`src/rtl/axis_bram_adapter_v1_0_s00_axis.sv`:
```
// AXI4-Stream slave front end: buffers incoming beats in a small FIFO and presents
// them in order on a valid/accept port; a TLAST beat blocks input until the frame drains.
module axis_bram_adapter_v1_0_s00_axis #(
    parameter int C_S_AXIS_TDATA_WIDTH = 32,
    parameter int FIFO_DEPTH           = 8
) (
    input  logic                                S_AXIS_ACLK,
    input  logic                                S_AXIS_ARESETN,
    output logic                                S_AXIS_TREADY,
    input  logic [C_S_AXIS_TDATA_WIDTH-1:0]     S_AXIS_TDATA,
    input  logic [(C_S_AXIS_TDATA_WIDTH/8)-1:0] S_AXIS_TSTRB,
    input  logic                                S_AXIS_TLAST,
    input  logic                                S_AXIS_TVALID,
    output logic [C_S_AXIS_TDATA_WIDTH-1:0]     DOUT_TO_BUF,
    output logic                                DOUT_VALID,
    input  logic                                DOUT_ACCEP
);

    localparam int PTR_W = $clog2(FIFO_DEPTH);
    localparam int CNT_W = PTR_W + 1;
    localparam logic [CNT_W-1:0] FULL_CNT = CNT_W'(FIFO_DEPTH);

    typedef enum logic {
        ST_RECEIVE,
        ST_DRAIN
    } state_t;

    // The reset input is active-high despite its name.
    logic srst;
    assign srst = S_AXIS_ARESETN;

    state_t                          state_reg;
    logic [PTR_W-1:0]                wr_ptr_reg;
    logic [PTR_W-1:0]                rd_ptr_reg;
    logic [CNT_W-1:0]                count_reg;
    logic [CNT_W-1:0]                count_next;
    logic [C_S_AXIS_TDATA_WIDTH-1:0] mem [FIFO_DEPTH];

    logic wr_en;
    logic rd_en;
    logic not_full;
    logic not_empty;

    // Byte strobes carry no information here: every byte is stored.
    logic unused_tstrb;
    assign unused_tstrb = ^S_AXIS_TSTRB;

    assign not_full  = (count_reg != FULL_CNT);
    assign not_empty = (count_reg != '0);

    // Ready comes only from registered state (plus reset masking), never from TVALID or DOUT_ACCEP.
    assign S_AXIS_TREADY = !srst && (state_reg == ST_RECEIVE) && not_full;
    assign DOUT_VALID    = !srst && not_empty;
    assign DOUT_TO_BUF   = DOUT_VALID ? mem[rd_ptr_reg] : '0;

    assign wr_en = S_AXIS_TVALID && S_AXIS_TREADY;
    assign rd_en = DOUT_VALID && DOUT_ACCEP;

    always_comb begin
        count_next = count_reg;
        case ({wr_en, rd_en})
            2'b10:   count_next = count_reg + CNT_W'(1);
            2'b01:   count_next = count_reg - CNT_W'(1);
            default: count_next = count_reg;
        endcase
    end

    always_ff @(posedge S_AXIS_ACLK) begin
        if (wr_en) begin
            mem[wr_ptr_reg] <= S_AXIS_TDATA;
        end
    end

    always_ff @(posedge S_AXIS_ACLK) begin
        if (srst) begin
            state_reg  <= ST_RECEIVE;
            wr_ptr_reg <= '0;
            rd_ptr_reg <= '0;
            count_reg  <= '0;
        end else begin
            count_reg <= count_next;
            if (wr_en) begin
                wr_ptr_reg <= wr_ptr_reg + PTR_W'(1);
            end
            if (rd_en) begin
                rd_ptr_reg <= rd_ptr_reg + PTR_W'(1);
            end
            case (state_reg)
                ST_RECEIVE: begin
                    if (wr_en && S_AXIS_TLAST) begin
                        state_reg <= ST_DRAIN;
                    end
                end
                ST_DRAIN: begin
                    // No writes happen while draining, so reaching zero means the frame is out.
                    if (count_next == '0) begin
                        state_reg <= ST_RECEIVE;
                    end
                end
                default: state_reg <= ST_RECEIVE;
            endcase
        end
    end

endmodule

```
`config.mk`:
```
export PLATFORM = sky130hd
export DESIGN_NAME = axis_bram_adapter_v1_0_s00_axis
export DESIGN_NICKNAME = d
export VERILOG_FILES = /design/src/rtl/axis_bram_adapter_v1_0_s00_axis.sv
export SDC_FILE = /design/constraint.sdc
export NUM_CORES = 1
export LEC_CHECK = 0
export BUFFER_PORTS_ARGS = -buffer_cell sky130_fd_sc_hd__buf_2
export CAP_MARGIN = 0
export CORE_MARGIN = 3
export CORE_UTILIZATION = 50
export CTS_CLUSTER_SIZE = 40
export DETAILED_ROUTE_END_ITERATION = 10
export HOLD_SLACK_MARGIN = 0.08
export PLACE_DENSITY = 0.68
export SYNTH_ARGS = -nofsm -noshare
export SYNTH_HDL_FRONTEND = slang
export SYNTH_SLANG_ARGS = --single-unit
```
`constraint.sdc`:
```
create_clock -name S_AXIS_ACLK -period 5.45 [get_ports S_AXIS_ACLK]
set_input_delay 0 -clock S_AXIS_ACLK [delete_from_list [all_inputs] [get_ports S_AXIS_ACLK]]
set_output_delay 0 -clock S_AXIS_ACLK [all_outputs]
set_load 0.05 [all_outputs]
```
==> results of run 1 <==
[worst max-delay path, stage by stage (launching register included)]
cell and delay, ps:
dfxtp_1 370, nor4_1 290, or2_2 790, inv_2 130, nand2_1 170, inv_1 80, ha_1 260, xor2_1 190
ha_1 190, a21oi_1 160, xor2_1 170, nor2_1 70, xnor2_1 250, a311oi_2 140
[routing by layer]
layer	wire length (microns)	global-route usage, %	vias to the layer above	share of wire (%)
met5	0	0	-	0
met4	430	4.57	0	2.2
met3	1130	2.92	39	5.7
met2	10000	30.4	163	51
met1	8100	24.8	2648	41
li1	-	-	2251	-
[per-stage QoR]
stage	area, sq um	utilization [%]	worst slack, ps	std cells	power [mW]
6_report	12300	60.4	2080	903	4.44
5_1_grt	12300	60.4	1810	903	4.60
4_1_cts	12300	60.4	2030	903	4.49
3_5_place_dp	11100	54.6	2070	817	2.80
3_3_place_gp	11100	54.6	2230	817	2.79
2_1_floorplan	10400	-	359	491	2.69
[kinds of logic after synthesis]
kind of cell             share of synthesized area (%)
multiplexers                                      17.0
adder cells (fa/ha/maj)                          0.600
flip-flops                                        76.4
buffers and inverters                             1.30
XOR/XNOR                                         0.756
AND/OR/NAND/NOR                                   3.31
AO/OA/AOI/OAI                                    0.612
[worst min-delay path by stage]
stage                                 from          to  slack (ps)  cells past startpoint
after global placement    S_AXIS_TDATA[31]  mem[0][31]         260                      1
after floorplan             S_AXIS_ARESETN   state_reg          70                      1
final                     S_AXIS_TDATA[23]  mem[4][23]         280                      2
after global routing      S_AXIS_TDATA[31]  mem[2][31]         290                      2
after detailed placement  S_AXIS_TDATA[28]  mem[5][28]         270                      1
after CTS                 S_AXIS_TDATA[30]  mem[4][30]         260                      2
[power by group through the flow]
| stage | Sequential, mW | Clock [mW] | Combinational, mW |
|---|---|---|---|
| floorplan | 2.36 | 0 | 0.328 |
| CTS | 2.34 | 1.71 | 0.438 |
| global placement | 2.38 | 0 | 0.404 |
| detailed placement | 2.39 | 0 | 0.415 |
| global route | 2.35 | 1.79 | 0.463 |
| finish | 2.34 | 1.67 | 0.430 |
[cells in the mapped netlist (4+ instances only)]
library cell / number / area share (%)
clkbuf_1: 7 / 0.25
buf_1: 6 / 0.22
nor3_1: 4 / 0.19
nand3_1: 5 / 0.24
dfxtp_1: 14 / 2.7
xor2_1: 7 / 0.59
nor2_1: 46 / 1.7
buf_2: 6 / 0.29
nand2_1: 4 / 0.14
a21oi_1: 4 / 0.19
mux2i_1: 33 / 3.2
mux4_2: 64 / 14
buf_4: 6 / 0.43
ha_1: 5 / 0.60
edfxtp_1: 256 / 74
[final cells by class]
cell class / instances / area [sq um] / area share [%]
clock buffer: 36 / 709 / 5.77
clock inverter: 13 / 88.8 / 0.723
inverter: 3 / 11.3 / 0.0916
multi-input combinational: 193 / 2370 / 19.3
sequential: 270 / 7970 / 64.9
tap: 270 / 338 / 2.75
timing repair buffer: 118 / 803 / 6.53
==> impl_metrics.ini, run 1 <==
[run_status]
status = completed

[place]
port_buffers = 70
gp_congestion = 0.668
hpwlAfterDp_microns = 10700

[sta]
min_period_ps = 3370
fmax_ghz = 0.297
rsz0062_at_grt = false
slew_viol_final = 0
final.period_utilization_pct = 61.7
hold_slack_ps = 285
worst_pin_slew_ps = 1130
finalHoldViolCount = 0
setup_viol = 0
final.setup.tns_ps = 0
fin_skew_ps = 12.5
relSlewSlack_pct = 24.6

[synthesis]
synth_edf_count = 256
syn_inst = 491
synthFlopType = edfxtp_1
yosys_register_bits = 270
syn_nets = 537
syn_avg_cell_area_sq_um = 21.2
synthArstFlopShare_pct = 0
ys_warn_count = 0
synth_cell_types = 33
syn-cell-area_sq_um = 10400
synth-seq-area-share_pct = 76.4

[global_routing]
grt_max_degree = 42
grt_pass1_vias = 5391
overflow = 0
grt_pass1_wl_microns = 30500
antenna_found_initial = 0
grt_util_all_layers_pct = 18.0

[worst_setup_path]
cp-startpoint = count_reg[2]
end_kind = register
regToRegStartpoint = count_reg[2]
crit_type = reg2reg
cp.arrival_ps = 3760
r2r_slack_ps = 2080
rr_worst_depth = 13
startpoint_type = register
critPathRequiredTime_ps = 5840
cp-endpoint = state_reg
path_max_fanout = 33
reg2reg_to = state_reg

[drt]
via_per_inst = 5.65
totalWireLength_microns = 19700
drt_iter0_markers = 342
drc = 0
wire_per_inst_microns = 21.8
num_vias = 5101
drt_pass1_iterations = 5
ant_nets = 0

[clock_tree]
root_buffer = clkbuf_16
cts_resized = 0
clk_pin_slew_ps = 60
post_cts_buffers = 0
htreeDepth = 1
cts_tree = built
worstSkewPairLatency_ps = 530
clockBufferDepth = 3
ctsHoldBuffers = 37
clock_sinks = 270
cts_buffers = 27

[cells_and_area]
drive_above_1_share_pct = 31.1
layout_common_cells = edfxtp_1, buf_2, mux4_2
largest_register_ffs = 256
nets = 659
nFillCells = 1467
final_common_cell = edfxtp_1
area_delta_synth_final_pct = 17.9
n_antenna_cell = 0

[floorplanning]
die_w_microns = 150
ios = 75
fp-row-count = 52
die_h_microns = 150
coreArea_sq_um = 20400
start_util_pct = 51.2
die_area_sq_um = 22600

[power_and_ir_drop]
ir_drop_v = 0.000285
net-switching-power_mw = 1.02
pwr-share-seq_pct = 52.7
p_clk_share_pct = 37.6
power_frac_comb_pct = 9.7
p_sw_share_pct = 22.9
p_leak_nw = 3.98
p_int_mw = 3.43
powerDensity_nw_per_um2 = 361

[run]
drv_cap = 0

[min_path]
worst_hold_path_type = in2reg
Power figures use the tool's default switching activity.
==> run 2, diff against run 1 <==
--- a/config.mk
+++ b/config.mk
@@ -5,6 +5,7 @@
 export SDC_FILE = /design/constraint.sdc
 export NUM_CORES = 1
 export LEC_CHECK = 0
+export ABC_AREA = 1
 export BUFFER_PORTS_ARGS = -buffer_cell sky130_fd_sc_hd__buf_2
 export CAP_MARGIN = 0
 export CORE_MARGIN = 3
==> constraint.sdc (replaced) <==
create_clock -name S_AXIS_ACLK -period 3.2 [get_ports S_AXIS_ACLK]
set_input_delay 0 -clock S_AXIS_ACLK [delete_from_list [all_inputs] [get_ports S_AXIS_ACLK]]
set_output_delay 0 -clock S_AXIS_ACLK [all_outputs]
set_load 0.05 [all_outputs]
==> run 2 against run 1 <==
Net effect:
- global-route usage is 0.76 points higher
- worst hold slack worse by 8.4 ps
- critical endpoint unchanged
- critical path depth is 2 higher
- cell count is 40% higher
- register-to-register slack worse by 1600 ps
- largest cell class unchanged
- synthesized cell count is 77% higher
==> impl_metrics.ini, run 2 <==
[drt]
totalWireLength_microns = 22200
via_per_inst = 5.40
drc = 0
drt_iter0_markers = 504
drt_pass1_iterations = 4
num_vias = 6836
wire_per_inst_microns = 17.5
wl_met2_microns = 10900
drt-met1-wl_microns = 9550
top_layer_used = met4
met3RoutedLength_microns = 1270
ant_nets = 0

[floorplanning]
fp-row-count = 52
coreArea_sq_um = 20700
die_h_microns = 153
ios = 75
die_area_sq_um = 23300
start_util_pct = 51.9
die_w_microns = 153

[power_and_ir_drop]
p_leak_nw = 4.41
ir_drop_v = 0.000453
powerDensity_nw_per_um2 = 631

[synthesis]
synth-seq-area-share_pct = 74.2
yosys-top-cells-area = edfxtp_1, nor2_1, o21ai_1
synth_cell_types = 23
yosysTopAreaCell = edfxtp_1
synthTopCellsByCount = edfxtp_1, nor2_1, o21ai_1
syn_nets = 917
yosysMostFrequentCell = edfxtp_1
synth.top_cell.area_share_pct = 71.6
syn-cell-area_sq_um = 10700
synthFlopType = edfxtp_1
yosys_register_bits = 270
syn_inst = 871
syn_avg_cell_area_sq_um = 12.3
synth_edf_count = 256
synthArstFlopShare_pct = 0
ys_warn_count = 0

[global_routing]
grt_max_degree = 87
antenna_found_initial = 0
overflow = 0
grt_pass1_wl_microns = 35500
grt_pass1_vias = 6703
grt_util_all_layers_pct = 18.7

[sta]
final.setup.tns_ps = 0
finalHoldViolCount = 0
fin_skew_ps = 12.9
relSlewSlack_pct = 48.4
fmax_ghz = 0.371
rsz0062_at_grt = false
hold_slack_ps = 276
setup_viol = 0
final.period_utilization_pct = 84.2
worst_pin_slew_ps = 773
min_period_ps = 2690
slew_viol_final = 0

[worst_setup_path]
cpPeakStageDelay_ps = 340
critPathRequiredTime_ps = 3620
end_kind = register
crit_type = reg2reg
crit_path_frequent_cell = nor2_1
path_cells = nor2_1 > nand3_1 > and3_1 > inv_1 > ha_1 > nor2_1 > nor2_1 > ha_1 > or2_2 > o21ai_0 > nand3_1 > nor2_1 > nand3_1 > nand2_1 > inv_1
cp.arrival_ps = 3110
startpoint_type = register
crit_path_top_delay_cell = dfxtp_1
regToRegStartpoint = count_reg[1]
reg2reg_to = state_reg
r2r_slack_ps = 510
path_max_fanout = 6
rr_worst_depth = 15

[cells_and_area]
drive_above_1_share_pct = 14.1
nets = 1023
area_delta_synth_final_pct = 18.2
final_common_cell = edfxtp_1
layout_common_cells = edfxtp_1, nor2_1, o21ai_1
largest_register_ffs = 256
n_antenna_cell = 0
nFillCells = 1580
final_cells = 1266

[min_path]
holdCritStartpoint = S_AXIS_TDATA[24]
holdPathStages = 2
worst_hold_path_type = in2reg
holdPathEnd = mem[5][24]

[clock_tree]
clockBufferDepth = 3
worstSkewPairLatency_ps = 520
clock_sinks = 270
cts_buffers = 28
root_buffer = clkbuf_16
cts_resized = 0
clk_pin_slew_ps = 60
cts_tree = built
htreeDepth = 1

[place]
dpl.cell_count = 1180
port_buffers = 70
hpwlAfterDp_microns = 12100
gp_congestion = 0.730

[run]
drv_cap = 0

[run_status]
status = completed
==> run 2: report_power, final <==
group          internal (mW)  switching [mW]  total [mW]
Sequential              3.93          0.0506        3.98
Clock                   1.80            1.22        3.02
Combinational          0.292           0.720        1.01
Total                   6.02            1.99        8.01
==> run 2: worst max-delay path, delay by kind of cell, from the launching register on <==
family,cells,cell delay (ps)
adders and majority gates,2,500
DFF,1,340
AOI/OAI and AO/OA,1,110
buffers and inverters,2,190
and+or+nand+nor,10,1440
==> run 2: worst max path at each step <==
stage,cells past startpoint,slack [ps],end,startpoint
finish,15,510,state_reg,count_reg[1]
detailed placement,15,530,state_reg,count_reg[1]
global route,15,320,state_reg,count_reg[1]
CTS,5,460,DOUT_TO_BUF[2],register
floorplan,7,450,mem[1][0],count_reg[2]
global placement,15,620,state_reg,count_reg[1]
==> run 2: cells by family (layout without fill, tap and decap cells) <==
logic type      after synthesis  count (layout)  share of synthesized area, %
fa+ha+maj                     5               5                         0.583
compound gates              236             236                          11.4
xor+xnor                      3               3                         0.245
simple gates                284             284                          10.1
flops                       270             270                          74.2
buf+inv                      73             198                          3.45
==> run 2: repair_timing <==
item                      CTS  global route
hold endpoints to repair  270             0
hold buffers               37             0
buffers inserted            0             0
==> run 2: per-stage QoR <==
stage	setup WS [ps]	instance area (sq um)	total power, mW	utilization (%)
2_1_floorplan	447	10700	4.76	-
3_3_place_gp	616	11500	5.02	55.4
3_5_place_dp	534	11500	5.03	55.4
4_1_cts	463	12700	8.06	61.3
5_1_grt	323	12700	8.31	61.3
6_report	506	12700	8.01	61.3
==> run 2: routing by layer <==
layer	track usage, %	vias up
met5	0	-
met4	5.13	0
met3	3.52	39
met2	31.7	191
met1	25.3	3277
li1	-	3329
==> run 2: layout make-up <==
class / instances / area, sq um / area share [%]
clock buffers: 37 / 756 / 5.96
clock inverters: 12 / 106 / 0.838
inverters: 21 / 80.1 / 0.631
multi-input cells: 528 / 2470 / 19.5
flip-flops and latches: 270 / 7980 / 62.8
well taps: 270 / 338 / 2.66
repair buffers: 128 / 966 / 7.61
==> run 3, diff against run 2 <==
--- a/config.mk
+++ b/config.mk
@@ -5,7 +5,7 @@
 export SDC_FILE = /design/constraint.sdc
 export NUM_CORES = 1
 export LEC_CHECK = 0
-export ABC_AREA = 1
+export ABC_AREA = 0
 export BUFFER_PORTS_ARGS = -buffer_cell sky130_fd_sc_hd__buf_2
 export CAP_MARGIN = 0
 export CORE_MARGIN = 3
==> constraint.sdc (replaced) <==
create_clock -name S_AXIS_ACLK -period 2.7 [get_ports S_AXIS_ACLK]
set_input_delay 0 -clock S_AXIS_ACLK [delete_from_list [all_inputs] [get_ports S_AXIS_ACLK]]
set_output_delay 0 -clock S_AXIS_ACLK [all_outputs]
set_load 0.05 [all_outputs]
==> run 3 against run 2 <==
Net effect:
- sequential share of layout area increased by 0.65 points
- fmax increased by 7.4%
- sequential cell count is the same
- die area is 2.8% lower
- critical path depth shrank 2
- clock power rose by 13%
- design area down 0.97%
- combinational power shrank 7%
- via count fell by 26%
- highest routed layer unchanged
- power increased by 13%
- wire length shrank 9.9%
- cell count decreased by 27%
- critical path type unchanged
==> impl_metrics.ini, run 3 (synthesized netlist as in run 1, its figures left out) <==
[power_and_ir_drop]
p_leak_nw = 4.08
powerDensity_nw_per_um2 = 719
p_total_mw = 9.03
ir_drop_v = 0.000597

[cells_and_area]
final_util_pct = 61.7
final_common_cell = edfxtp_1
area_delta_synth_final_pct = 20.5
drive_above_1_share_pct = 33.9
stdcell_area_sq_um = 12600
nets = 673
layout_common_cells = edfxtp_1, buf_2, mux4_2
final_cells = 919
largest_register_ffs = 256
n_antenna_cell = 0

[run_status]
status = completed

[drt]
totalWireLength_microns = 20000
wire_per_inst_microns = 21.7
via_per_inst = 5.51
ant_nets = 0
drt_iter0_markers = 366
num_vias = 5064
drt_pass1_iterations = 4
drc = 0

[sta]
slew_viol_final = 0
finalHoldViolCount = 0
hold_slack_ps = 263
rsz0062_at_grt = false
fin_skew_ps = 30.2
relSlewSlack_pct = 59.3
final.period_utilization_pct = 92.9
setup_viol = 0
worst_pin_slew_ps = 608
min_period_ps = 2510
fmax_ghz = 0.398

[global_routing]
grt_pass1_vias = 5510
overflow = 0
grt_pass1_wl_microns = 31600
antenna_found_initial = 0
grt_util_all_layers_pct = 18.4
grt_max_degree = 41

[worst_setup_path]
crit_path_frequent_cell = xor2_1
critPathRequiredTime_ps = 3090
path_max_fanout = 6
crit_type = reg2reg
path_cells = nor4_1 > or2_2 > inv_2 > nand2_1 > inv_1 > ha_2 > xor2_1 > ha_1 > a21oi_2 > xor2_1 > nor2_1 > xnor2_2 > a311oi_2
crit_path_top_delay_cell = dfxtp_2
startpoint_type = register
cpPeakStageDelay_ps = 370
cp.arrival_ps = 2900
end_kind = register

[place]
dpl.cell_count = 830
gp_congestion = 0.751
placed_cell_area_sq_um = 11400
hpwlAfterDp_microns = 11700
port_buffers = 70

[floorplanning]
fp-row-count = 52
start_util_pct = 51.2
coreArea_sq_um = 20400
die_h_microns = 150
die_w_microns = 150
ios = 75
die_area_sq_um = 22600

[clock_tree]
clock_sinks = 270
cts_tree = built
clockBufferDepth = 3
worstSkewPairLatency_ps = 540
clk_pin_slew_ps = 60
cts_buffers = 28
htreeDepth = 1
root_buffer = clkbuf_16

[min_path]
worst_hold_path_type = in2reg

[run]
drv_cap = 0
[run 3: worst paths after layout]
kind	startpoint	endpoint	cells after the start	slack [ps]
worst min-delay path	S_AXIS_TDATA[10]	mem[2][10]	2	260
worst max-delay path	count_reg[2]	state_reg	13	190
worst min register to register	rd_ptr_reg[2]	register	2	530
worst max register to register	count_reg[2]	state_reg	13	190
[run 3: worst max-delay path: cells and delay by family, from the launching register on]
kind | cells | cell delay, ps
simple gates | 4 | 650
xor+xnor | 3 | 580
fa+ha+maj | 2 | 420
flops | 1 | 370
compound gates | 2 | 240
buf+inv | 2 | 130
[run 3: per-layer routing]
metal,vias up,track usage (%),part of all wire (%)
met5,-,0,0
met4,0,4.76,2.2
met3,36,2.83,3.7
met2,111,32.2,53
met1,2642,24.5,41
li1,2275,-,-
[run 3: repair_timing]
item                       in CTS  in global routing
hold buffers                   37                  0
gates resized for setup         0                  3
setup endpoints to repair       0                  2
hold endpoints to repair      270                  0
buffers inserted                0                  0
[run 3: power by group]
part / leakage [nW] / internal (mW) / switching [mW]
clock: 0.397 / 1.91 / 1.48
combinational: 1.25 / 0.362 / 0.580
sequential: 2.43 / 4.65 / 0.0466
[run 3: cell type report]
type	instances	area, sq um
inverter	3	11.3
tap	270	338
clock inverter	16	91.3
sequential	270	7980
multi-input combinational	193	2440
clock buffer	36	731
timing repair buffer	131	976
fill	1441	7800
[run 3: metrics by stage]
step | worst slack [ps] | TNS [ps]
floorplan | -151 | -7610
global placement | 246 | 0
detailed placement | 106 | 0
CTS | 76.2 | 0
global route | 23.8 | 0
finish | 190 | 0
